### config.mk
export PLATFORM = sky130hd
export DESIGN_NAME = macrocell_bank
export DESIGN_NICKNAME = d
export VERILOG_FILES = /design/src/rtl/mc_bank_pkg.sv /design/src/rtl/macrocell_slice.sv /design/src/rtl/macrocell_bank.sv
export SDC_FILE = /design/constraint.sdc
export NUM_CORES = 1
export LEC_CHECK = 0
export ABC_AREA = 1
export ABC_CLOCK_PERIOD_IN_PS = 2240
export CAP_MARGIN = 20
export CORE_MARGIN = 2
export CORE_UTILIZATION = 30
export DETAILED_ROUTE_END_ITERATION = 10
export GPL_TIMING_DRIVEN = 0
export PLACE_DENSITY = 0.49
export SLEW_MARGIN = 40
export SYNTH_ARGS = -nofsm -noshare
export SYNTH_HDL_FRONTEND = slang
export SYNTH_SLANG_ARGS = --single-unit
### constraint.sdc
create_clock -name clk_v -period 2.24 [get_ports clk_v]
set_clock_uncertainty 0.2 [all_clocks]
set_input_delay 0.448 -clock clk_v [delete_from_list [all_inputs] [get_ports clk_v]]
set_output_delay 0.448 -clock clk_v [all_outputs]
set_load 0.005 [all_outputs]
### src/rtl/mc_bank_pkg.sv
// Shared definitions for the macrocell bank: config word layout, OE select
// encodings and loader states.
package mc_bank_pkg;

    localparam int CFG_W = 10;

    // Field positions inside one cell's config word
    localparam int CFG_CAS_EN    = 0;
    localparam int CFG_XOR_INV   = 1;
    localparam int CFG_T_MODE    = 2;
    localparam int CFG_O_COMB    = 3;
    localparam int CFG_FB_COMB   = 4;
    localparam int CFG_PT4_CE    = 5;
    localparam int CFG_PT3_AR    = 6;
    localparam int CFG_PT5_AS    = 7;
    localparam int CFG_OE_SEL_LO = 8;
    localparam int CFG_OE_SEL_HI = 9;

    localparam logic [1:0] OE_OFF  = 2'b00;
    localparam logic [1:0] OE_ON   = 2'b01;
    localparam logic [1:0] OE_GOE0 = 2'b10;
    localparam logic [1:0] OE_GOE1 = 2'b11;

    typedef enum logic [1:0] {
        ST_UNCONF = 2'd0,
        ST_SHIFT  = 2'd1,
        ST_RUN    = 2'd2
    } load_state_t;

    function automatic logic oe_decode(input logic [1:0] sel, input logic [1:0] goe);
        case (sel)
            OE_OFF:  return 1'b0;
            OE_ON:   return 1'b1;
            OE_GOE0: return goe[0];
            default: return goe[1];
        endcase
    endfunction

endpackage

### src/rtl/macrocell_slice.sv
// One macrocell: product-term sum with cascade, XOR invert, D/T flop with
// synchronous reset/set/clock-enable terms, and pad/feedback/OE muxes.
module macrocell_slice
    import mc_bank_pkg::*;
(
    input  logic             clk,
    input  logic             rst_n,
    input  logic [4:0]       pt,
    input  logic             casin,
    input  logic [CFG_W-1:0] cfg,
    input  logic [1:0]       goe,
    input  logic             cfg_ready,
    input  logic             clr,
    output logic             pad,
    output logic             pad_oe,
    output logic             fb,
    output logic             cas_out
);

    logic sum_raw;
    logic sum_own;
    logic x;
    logic ar_hit;
    logic as_hit;
    logic hold;
    logic q_reg;
    logic q_next;

    // pt3/pt4/pt5 are stolen from the sum when used as control terms
    assign sum_raw = pt[0] | pt[1]
                   | (pt[2] & ~cfg[CFG_PT3_AR])
                   | (pt[3] & ~cfg[CFG_PT4_CE])
                   | (pt[4] & ~cfg[CFG_PT5_AS])
                   | casin;

    assign cas_out = cfg[CFG_CAS_EN] & sum_raw;
    assign sum_own = ~cfg[CFG_CAS_EN] & sum_raw;
    assign x       = sum_own ^ cfg[CFG_XOR_INV];

    assign ar_hit = pt[2] & cfg[CFG_PT3_AR];
    assign as_hit = pt[4] & cfg[CFG_PT5_AS];
    assign hold   = cfg[CFG_PT4_CE] & ~pt[3];

    always_comb begin
        q_next = q_reg;
        if (clr) begin
            q_next = 1'b0;
        end else if (ar_hit) begin
            q_next = 1'b0;
        end else if (as_hit) begin
            q_next = 1'b1;
        end else if (!hold) begin
            q_next = cfg[CFG_T_MODE] ? (q_reg ^ x) : x;
        end
    end

    always_ff @(posedge clk or negedge rst_n) begin
        if (!rst_n) begin
            q_reg <= 1'b0;
        end else begin
            q_reg <= q_next;
        end
    end

    assign pad    = cfg[CFG_O_COMB]  ? x : q_reg;
    assign fb     = cfg[CFG_FB_COMB] ? x : q_reg;
    assign pad_oe = cfg_ready & oe_decode(cfg[CFG_OE_SEL_HI:CFG_OE_SEL_LO], goe);

endmodule

### src/rtl/macrocell_bank.sv
// Bank of MC_COUNT macrocells with a serial shadow/active config loader.
// Define MC_CFG_READBACK_EN to expose the shadow chain MSB on cfg_out_v.
module macrocell_bank
    import mc_bank_pkg::*;
#(
    parameter int MC_COUNT  = 4,
    parameter int PT_PER_MC = 5
) (
    input  logic                      clk_v,
    input  logic                      rst_n_v,
    input  logic [MC_COUNT*PT_PER_MC-1:0] pt_v,
    input  logic                      casin_v,
    input  logic [1:0]                goe_v,
    input  logic                      cfg_en_v,
    input  logic                      cfg_bit_v,
    input  logic                      cfg_commit_v,
    output logic [MC_COUNT-1:0]       pad_v,
    output logic [MC_COUNT-1:0]       pad_oe_v,
    output logic [MC_COUNT-1:0]       mc_fb_v,
    output logic                      casout_v,
    output logic                      cfg_ready_v,
    output logic                      cfg_err_v,
    output logic                      cfg_out_v
);

    localparam int TOT   = MC_COUNT * CFG_W;
    localparam int CNT_W = $clog2(TOT + 2);
    localparam logic [CNT_W-1:0] CNT_TOT = CNT_W'(TOT);
    localparam logic [CNT_W-1:0] CNT_SAT = CNT_W'(TOT + 1);

    load_state_t      state_reg;
    load_state_t      state_next;
    logic [TOT-1:0]   shadow_reg;
    logic [TOT-1:0]   active_reg;
    logic [CNT_W-1:0] cnt_reg;
    logic             cfg_ready_reg;
    logic             cfg_err_reg;
    logic             shift_en;
    logic             cnt_clear;
    logic             do_commit;
    logic             do_reject;
    logic [MC_COUNT:0] cas_chain;

    always_ff @(posedge clk_v or negedge rst_n_v) begin
        if (!rst_n_v) begin
            state_reg <= ST_UNCONF;
        end else begin
            state_reg <= state_next;
        end
    end

    always_comb begin
        state_next = state_reg;
        shift_en   = 1'b0;
        cnt_clear  = 1'b0;
        do_commit  = 1'b0;
        do_reject  = 1'b0;
        case (state_reg)
            ST_UNCONF, ST_RUN: begin
                if (cfg_en_v) begin
                    state_next = ST_SHIFT;
                    shift_en   = 1'b1;
                    cnt_clear  = 1'b1;
                end
            end
            ST_SHIFT: begin
                if (cfg_en_v) begin
                    shift_en = 1'b1;
                end else if (cfg_commit_v) begin
                    if (cnt_reg == CNT_TOT) begin
                        do_commit  = 1'b1;
                        state_next = ST_RUN;
                    end else begin
                        // A valid active config implies we came from RUN
                        do_reject  = 1'b1;
                        state_next = cfg_ready_reg ? ST_RUN : ST_UNCONF;
                    end
                end
            end
            default: state_next = ST_UNCONF;
        endcase
    end

    always_ff @(posedge clk_v or negedge rst_n_v) begin
        if (!rst_n_v) begin
            shadow_reg    <= '0;
            active_reg    <= '0;
            cnt_reg       <= '0;
            cfg_ready_reg <= 1'b0;
            cfg_err_reg   <= 1'b0;
        end else begin
            if (shift_en) begin
                shadow_reg <= {shadow_reg[TOT-2:0], cfg_bit_v};
            end
            // The entry cycle already shifts one bit, so the count restarts at 1
            if (cnt_clear) begin
                cnt_reg <= CNT_W'(1);
            end else if (shift_en && (cnt_reg != CNT_SAT)) begin
                cnt_reg <= cnt_reg + CNT_W'(1);
            end
            if (do_commit) begin
                active_reg    <= shadow_reg;
                cfg_ready_reg <= 1'b1;
                cfg_err_reg   <= 1'b0;
            end
            if (do_reject) begin
                cfg_err_reg <= 1'b1;
            end
        end
    end

    assign cas_chain[0] = casin_v;

    generate
        for (genvar gi = 0; gi < MC_COUNT; gi++) begin : g_cell
            macrocell_slice u_slice (
                .clk       (clk_v),
                .rst_n     (rst_n_v),
                .pt        (pt_v[gi*PT_PER_MC +: PT_PER_MC]),
                .casin     (cas_chain[gi]),
                .cfg       (active_reg[gi*CFG_W +: CFG_W]),
                .goe       (goe_v),
                .cfg_ready (cfg_ready_reg),
                .clr       (do_commit),
                .pad       (pad_v[gi]),
                .pad_oe    (pad_oe_v[gi]),
                .fb        (mc_fb_v[gi]),
                .cas_out   (cas_chain[gi+1])
            );
        end
    endgenerate

    assign casout_v    = cas_chain[MC_COUNT];
    assign cfg_ready_v = cfg_ready_reg;
    assign cfg_err_v   = cfg_err_reg;

`ifdef MC_CFG_READBACK_EN
    assign cfg_out_v = shadow_reg[TOT-1];
`else
    assign cfg_out_v = 1'b0;
`endif

endmodule

==> results of run 1 <==
## worst max path at each step
stage / to / cells after the start / slack, ns
2_1_floorplan: mc_fb_v[3] / 14 / 0.12
3_3_place_gp: g_cell[3].u_slice.q_reg$_DFFE_PN0P_ / 1 / -3.09
3_5_place_dp: pad_v[3] / 17 / -1.00
4_1_cts: pad_v[3] / 16 / -0.38
5_1_grt: pad_v[3] / 16 / -0.45
6_report: mc_fb_v[1] / 13 / -0.28
## worst reg2reg max path, delay by kind of cell (launching register included)
family                 cells  cell delay (ns)
AND/OR/NAND/NOR            6             0.33
XOR/XNOR                   2             0.29
AO/OA/AOI/OAI              1             0.06
flip-flops                 1             0.38
buffers and inverters      7             0.69
## power by group
part	internal [uW]	switching [uW]	leakage, uW
clock network	1080	650	0.000165
registers	2050	211	0.00116
logic	280	513	0.00134
total	3410	1370	0.00267
## cells by family (layout without fill, tap and decap cells)
kind of cell / Yosys count / after routing / share of synthesized area (%)
AOI/OAI and AO/OA: 116 / 116 / 14.48
and+or+nand+nor: 185 / 185 / 18.25
buffers and inverters: 100 / 170 / 10.05
other: 1 / 1 / 0.08682
DFF: 94 / 94 / 54.46
muxes: 1 / 1 / 0.2607
adders and majority gates: 3 / 3 / 0.8692
xor gates and xnor gates: 5 / 5 / 1.535
## routing by layer
layer	vias up	wire [um]	share of wire [%]	GRT usage (%)
met5	-	0	0	0
met4	0	122	1.2	4.213
met3	7	399	3.9	4.304
met2	52	4694	46	23.28
met1	1607	5025	49	19.12
li1	1726	-	-	-
## cell type report
cell class / count / share of cell area (%)
Sequential cell: 94 / 42.70
Multi-Input combinational cell: 311 / 30.03
Timing Repair Buffer: 63 / 10.36
Inverter: 71 / 4.838
Clock buffer: 9 / 4.088
Tap cell: 180 / 4.088
Clock inverter: 7 / 2.044
Buffer: 20 / 1.862
## per-stage QoR
stage | area, um2 | total power, uW | util [%] | setup TNS [ns]
2_1_floorplan | 4319 | 2758 | - | 0
3_3_place_gp | 4965 | 3051 | 35.49 | -306.52
3_5_place_dp | 4997 | 3093 | 35.72 | -18.69
4_1_cts | 5445 | 4841 | 38.93 | -2.647
5_1_grt | 5509 | 5086 | 39.38 | -3.319
6_report | 5509 | 4786 | 39.38 | -2.197
## layout by cell type (no fill, tap or decap), types with 9 or more instances in the layout
| cell type | instances |
|---|---|
| dfrtp_1 | 94 |
| dlygate4sd2_1 | 19 |
| a21oi_2 | 10 |
| clkbuf_16 | 9 |
| o21ai_0 | 50 |
| buf_2 | 11 |
| a21oi_1 | 17 |
| nand3_1 | 12 |
| inv_1 | 64 |
| clkdlybuf4s50_1 | 11 |
| buf_4 | 23 |
| nand2_1 | 111 |
| nor2_1 | 32 |
| o21ai_1 | 30 |
## timing repair
action / CTS / global route
endpoints found under the setup margin: 13 / 21
gates resized for setup: 79 / 13
pin swaps: 30 / 16
endpoints found under the hold margin: 43 / 0
hold buffers: 1 / 0
setup buffers: 13 / 6
==> qor.yml, run 1 <==
avgSynthCellArea_um2: 8.553
drtIter0Drc: 226
cp.required_ns: 1.59
synthesis.area_um2: 4319
p_leak_uw: 0.002671
critPathMaxFanout: 3
finalMaxSlewViolations: 0
hold_viol_final: 0
setup_viol: 9
cp_top_family: "buffers and inverters"
setup.worst_path.start: "pt_v[1]"
nets: 601
cp_num_buf_inv: 4
r2r_slack_ns: 0.17
rsz0062_at_grt: "yes"
synth_top_area_share_pct: 54.46
tritoncts: "built"
area_growth_pct: 27.55
core_um2: 13990
routed_wl_mm: 10.24
gp_congestion: 0.7449
synth_most_common_cell: "nand2_1"
r2r-end: "g_cell[0].u_slice.q_reg$_DFFE_PN0P_"
reg2reg_depth: 16
drc: 0
ios: 44
die-area_um2: 15370
period_needed_ns: 2.517
slew_headroom_pct: 66.52
finalHoldWorstSlack_ns: 0.2876
synth_cell_types: 33
yosys_warnings: 0
port_buffers: 42
ant_nets: 0
grt_start_max_net_pins: 52
hp-class: "reg -> reg"
grt_pass1_wl_mm: 16.62
critPathSlowestCell: "dlygate4sd2_1"
rows: 43
fmax_mhz: 397.4
antenna-diode-count: 0
ys_async_sr_fraction_pct: 100.0
synth_ff_type: "dfrtp_1"
min_to: "shadow_reg[29]$_DFFE_PN0P_"
dr.pass1.iters: 4
grt_overflow: 0
tightest_slew_ns: 0.4976
clk-insertion-delay-late_ns: 0.35
clk_pin_slew_worst_paths_ns: 0.06
stdcell_count: 755
start_util_pct: 30.88
holdPathStages: 2
dp_hpwl_mm: 7.035
synth_largest_area_cell: "dfrtp_1"
multi_input_area_um2: 1654
layout_setup_ws_ns: -0.2766
wl_per_cell_um: 13.57
drive_gt1_share_pct: 18.61
track_usage_pct: 14.53
status: "complete, but fails checks"
end_kind: "primary output"
ir_drop_v: 0.0005300
die_h_um: 124.0
cts_sinks: 94
rr_startpoint: "active_reg[6]$_DFFE_PN0P_"
grt_pass1_vias: 3294
clockBufferDepth: 2
p_per_area_nw_per_um2: 868.7
vias_per_cell: 4.493
dpl.cell_count: 728
nFillCells: 1432
ff_latch_area_um2: 2352
via_count: 3392
min_period_over_period_pct: 112.3
violations: "setup timing"
critical_path.most_common_cell: "nand2_2"
synth_edf_count: 0
h-tree-depth: 3
path_class: "in -> out"
cp.arrival_ns: 1.87
cp_slowest_stage_delay_ns: 0.23
antenna_found_initial: 0
synth_commonest_cells: "nand2_1 (115), dfrtp_1 (94), inv_1 (66)"
synth_area_leaders: "dfrtp_1 (54%), nand2_1 (10%), o21ai_0 (5.9%)"
start_kind: "primary input"
syn_inst: 505
dieWidth_um: 124.0
root_buffer: "clkbuf_16"
crit_chain: "dlygate4sd2_1, nor2_1, nand2_1, nor2_2, nand2_2, nand2_2, nand2_2, buf_4, buf_6, nand2_4, xor2_4, a21oi_2, buf_6"
ys_seq_area_share_pct: 54.46
cts_made_buffers: 9
min_from: "shadow_reg[29]$_DFFE_PN0P_"
synth_nets: 536
post-place-ws_ns: -1.002
ys_seq_elements: 94
cap_violations: 0
Power figures use the tool's default switching activity.
==> run 2, diff against run 1 <==
Settings changed: CORE_MARGIN 2 to 3, SKIP_CTS_REPAIR_TIMING from default to 1.
==> qor.yml, run 2 (synthesis results as in run 1) <==
status: "complete, but fails checks"
violations: "setup timing"
start_kind: "primary input"
tritoncts: "built"
antenna_found_initial: 0
drive_gt1_share_pct: 17.78
p_leak_uw: 0.002775
routed_wl_mm: 10.20
die_h_um: 126.0
setup_viol: 9
grt_start_max_net_pins: 53
core_um2: 13990
drtIter0Drc: 161
critical_path.most_common_cell: "nand2_4"
cp_slowest_stage_delay_ns: 0.48
min_period_over_period_pct: 117.8
drc: 0
ant_nets: 0
antenna-diode-count: 0
layout_commonest_cell: "nand2_1"
nets: 594
rsz0062_at_grt: "yes"
slew_headroom_pct: 62.56
period_needed_ns: 2.638
tightest_slew_ns: 0.5616
end_kind: "primary output"
final_cell_mix: "nand2_1 (111), dfrtp_1 (93), inv_1 (62)"
nFillCells: 1408
via_count: 3385
rows: 43
cap_violations: 0
h-tree-depth: 3
dp_hpwl_mm: 7.166
die-area_um2: 15870
finalMaxSlewViolations: 0
cp.required_ns: 1.59
clk_pin_slew_worst_paths_ns: 0.06
area_growth_pct: 27.81
start_util_pct: 30.88
vias_per_cell: 4.525
hp-class: "in -> reg"
clockBufferDepth: 2
path_class: "in -> out"
port_buffers: 42
clk-insertion-delay-late_ns: 0.34
cp.arrival_ns: 1.99
fin_util_pct: 39.46
p_per_area_nw_per_um2: 818.3
ios: 44
wl_per_cell_um: 13.64
dr.pass1.iters: 4
grt_overflow: 0
root_buffer: "clkbuf_16"
grt_pass1_wl_mm: 16.87
track_usage_pct: 13.25
cts_sinks: 94
post-place-ws_ns: -1.029
critPathSlowestCell: "clkdlybuf4s50_1"
dieWidth_um: 126.0
grt_pass1_vias: 3321
fmax_mhz: 379.1
ff_latch_area_um2: 2354
layout_setup_ws_ns: -0.3978
hold_viol_final: 0
ir_drop_v: 0.0004305
critPathMaxFanout: 3
gp_congestion: 0.7368
cts_made_buffers: 9
multi_input_area_um2: 1693
crit_chain: "clkdlybuf4s50_1, a221oi_4, nand2_4, nand2_4, nand2_4, nand2_4, nand2_4, nand2_4, a21oi_4, buf_6"
[run 2: layout make-up]
class | instances | area share [%]
inverter | 71 | 4.828
buffer | 20 | 1.836
tap | 180 | 4.080
clock inverter | 3 | 0.3173
clock buffer | 13 | 4.896
multi-input combinational | 311 | 30.67
timing repair buffer | 56 | 10.74
sequential | 94 | 42.63
[run 2: report_power, final]
group          switching, uW  internal (uW)  leakage [uW]  total [uW]
Sequential               211           2050       0.00116        2260
Clock                    633            841      0.000142        1470
Combinational            503            283       0.00147         786
[run 2: stage by stage]
stage	total power [uW]	instances	area (um2)	setup TNS, ns	hold WS [ns]
after CTS	4596	744	5285	-8.332	-0.2039
after floorplan	2758	505	4319	0	-0.04759
after global placement	3052	727	4965	-307.02	0.2698
final	4517	748	5520	-2.118	0.2236
after global routing	4821	748	5520	-3.009	0.2446
after detailed placement	3088	728	4997	-18.01	0.1680
[run 2: worst max-delay path: cells and delay by family]
family / cells / cell delay, ns
AND/OR/NAND/NOR: 6 / 0.54
AO/OA/AOI/OAI: 2 / 0.41
buffers and inverters: 2 / 0.59
[run 2: path summary, 6_finish.rpt]
path                                                  from                             endpoint  slack [ns]  cells past startpoint
worst max register to register      cnt_reg[0]$_DFFE_PN0P_           active_reg[27]$_DFFE_PN0P_        0.20                      6
worst max-delay path                              pt_v[14]                           mc_fb_v[3]       -0.40                     10
min in group asynchronous                          rst_n_v           shadow_reg[12]$_DFFE_PN0P_        0.39                      2
max in group asynchronous                          rst_n_v              cfg_ready_v$_DFFE_PN0P_        0.88                      3
worst min register to register  shadow_reg[19]$_DFFE_PN0P_           shadow_reg[19]$_DFFE_PN0P_        0.29                      2
worst min-delay path                               pt_v[2]  g_cell[0].u_slice.q_reg$_DFFE_PN0P_        0.22                      4
[run 2: per-layer routing]
| layer | vias up | track usage, % | wire length [um] | part of all wire (%) |
|---|---|---|---|---|
| li1 | 1705 | - | - | - |
| met1 | 1632 | 18.53 | 4987 | 49 |
| met2 | 39 | 20.56 | 4709 | 46 |
| met3 | 9 | 3.096 | 368 | 3.6 |
| met4 | 0 | 3.975 | 136 | 1.3 |
| met5 | - | 0 | 0 | 0 |
==> run 3, diff against run 2 <==
Settings changed: DONT_BUFFER_PORTS from default to 1, GPL_ROUTABILITY_DRIVEN from default to 0, PLACE_DENSITY 0.49 to 0.45.
==> qor.yml, run 3 (synthesis results as in run 1) <==
dr.pass1.iters: 4
layout_setup_ws_ns: -0.2944
routed_wl_mm: 10.06
cts_sinks: 94
cp_slowest_stage_delay_ns: 0.40
via_count: 3231
h-tree-depth: 3
fin_tns_setup_ns: -1.207
comb_power_share_pct: 15.4
p_leak_uw: 0.002365
vias_per_cell: 4.564
period_needed_ns: 2.534
layout_commonest_cell: "nand2_1"
tritoncts: "built"
clockBufferDepth: 2
root_buffer: "clkbuf_16"
slew_headroom_pct: 62.22
grt_start_max_net_pins: 95
cp.required_ns: 1.59
area_growth_pct: 14.75
end_kind: "primary output"
antenna-diode-count: 0
dieWidth_um: 126.0
antenna_found_initial: 0
port_buffers: 0
grt_overflow: 0
drtIter0Drc: 218
power.internal_uw: 3122
hold_viol_final: 94
critPathSlowestCell: "dfrtp_1"
grt_pass1_vias: 3218
wl_per_cell_um: 14.20
dpl.cell_count: 685
rows: 43
status: "complete, but fails checks"
swShare_pct: 29.42
nets: 554
track_usage_pct: 13.35
clk_pin_slew_worst_paths_ns: 0.06
dp_hpwl_mm: 6.949
ant_nets: 0
violations: "hold timing, setup timing"
setup_viol: 8
start_kind: "register"
hp-class: "in -> async"
crit_chain: "nor2_2, nor2_2, nand2_2, nand2_2, nand2_2, nand2_2, nand2_4, nand2_4, nand2_4, nand2_2, nand2_2, nand2_2, a21oi_2, buf_4"
path_class: "reg -> out"
tightest_slew_ns: 0.5667
rsz0062_at_grt: "yes"
cts_made_buffers: 9
cap_violations: 0
finalPower_uw: 4424
fmax_mhz: 394.6
critPathMaxFanout: 3
ir_drop_v: 0.0004672
die_h_um: 126.0
final_cell_mix: "nand2_1 (111), dfrtp_1 (94), inv_1 (64)"
min_period_over_period_pct: 113.1
ios: 44
p_per_area_nw_per_um2: 892.6
start_util_pct: 30.88
die-area_um2: 15870
drc: 0
core_um2: 13990
critical_path.most_common_cell: "nand2_2"
finalHoldWorstSlack_ns: -0.3965
clk-insertion-delay-late_ns: 0.34
stdcell_count: 708
p_sw_uw: 1302
drive_gt1_share_pct: 15.91
power_frac_clock_pct: 33.5
grt_pass1_wl_mm: 16.78
finalMaxSlewViolations: 0
cp.arrival_ns: 1.89
seq_power_share_pct: 51.1
## run 3: changes by cell type in the layout (fill, tap and decap cells not counted), sizes merged
cell and change:
buf -6, clkdlybuf4s50 -14, dlygate4sd3 -1, dlymetal6s2s -19
## run 3: path summary, 6_finish.rpt
check,startpoint,end,slack (ns),depth (start not counted)
min in group clk_v,cfg_bit_v,shadow_reg[0]$_DFFE_PN0P_,0.07,2
worst max register to register,cnt_reg[0]$_DFFE_PN0P_,active_reg[19]$_DFFE_PN0P_,0.24,8
worst max-delay path,active_reg[5]$_DFFE_PN0P_,pad_v[3],-0.29,14
worst min register to register,shadow_reg[29]$_DFFE_PN0P_,shadow_reg[29]$_DFFE_PN0P_,0.29,2
worst min-delay path,rst_n_v,active_reg[33]$_DFFE_PN0P_,-0.40,0
max in group asynchronous,rst_n_v,shadow_reg[19]$_DFFE_PN0P_,2.10,0
## run 3: layer usage
layer	GRT usage, %	wire length [um]	up-vias
met2	20.94	4677	54
met4	5.110	173	0
met1	18.17	4761	1535
li1	-	-	1629
met3	2.884	443	13
met5	0	0	-
## run 3: stage by stage
step | cell area [um2] | setup slack (ns) | util (%)
3_5_place_dp | 4544 | -0.1072 | 32.49
3_3_place_gp | 4544 | -0.07873 | 32.49
5_1_grt | 4956 | -0.4547 | 35.43
6_report | 4956 | -0.2944 | 35.43
2_1_floorplan | 4319 | 0.1204 | -
4_1_cts | 4832 | -0.4055 | 34.54
## run 3: final cells by class
class | count | area, um2
Timing Repair Buffer | 7 | 52.55
Multi-Input combinational cell | 311 | 1604
Fill cell | 1454 | 9032
Inverter | 71 | 266.5
Clock inverter | 3 | 17.52
Clock buffer | 13 | 270.3
Tap cell | 180 | 225.2
Buffer | 29 | 167.7
Sequential cell | 94 | 2352
## run 3: worst max-delay path: cells and delay by family (launching register included)
kind                   cells  cell delay [ns]
AND/OR/NAND/NOR           12             0.89
AO/OA/AOI/OAI              1             0.13
buffers and inverters      1             0.11
flip-flops                 1             0.40
## run 3: power by group through the flow
stage	combinational, uW	clock, uW	sequential [uW]
after global placement	669	0	2280
after global routing	812	1600	2310
after CTS	692	1530	2260
after detailed placement	688	0	2290
after floorplan	531	0	2230
final	681	1480	2260
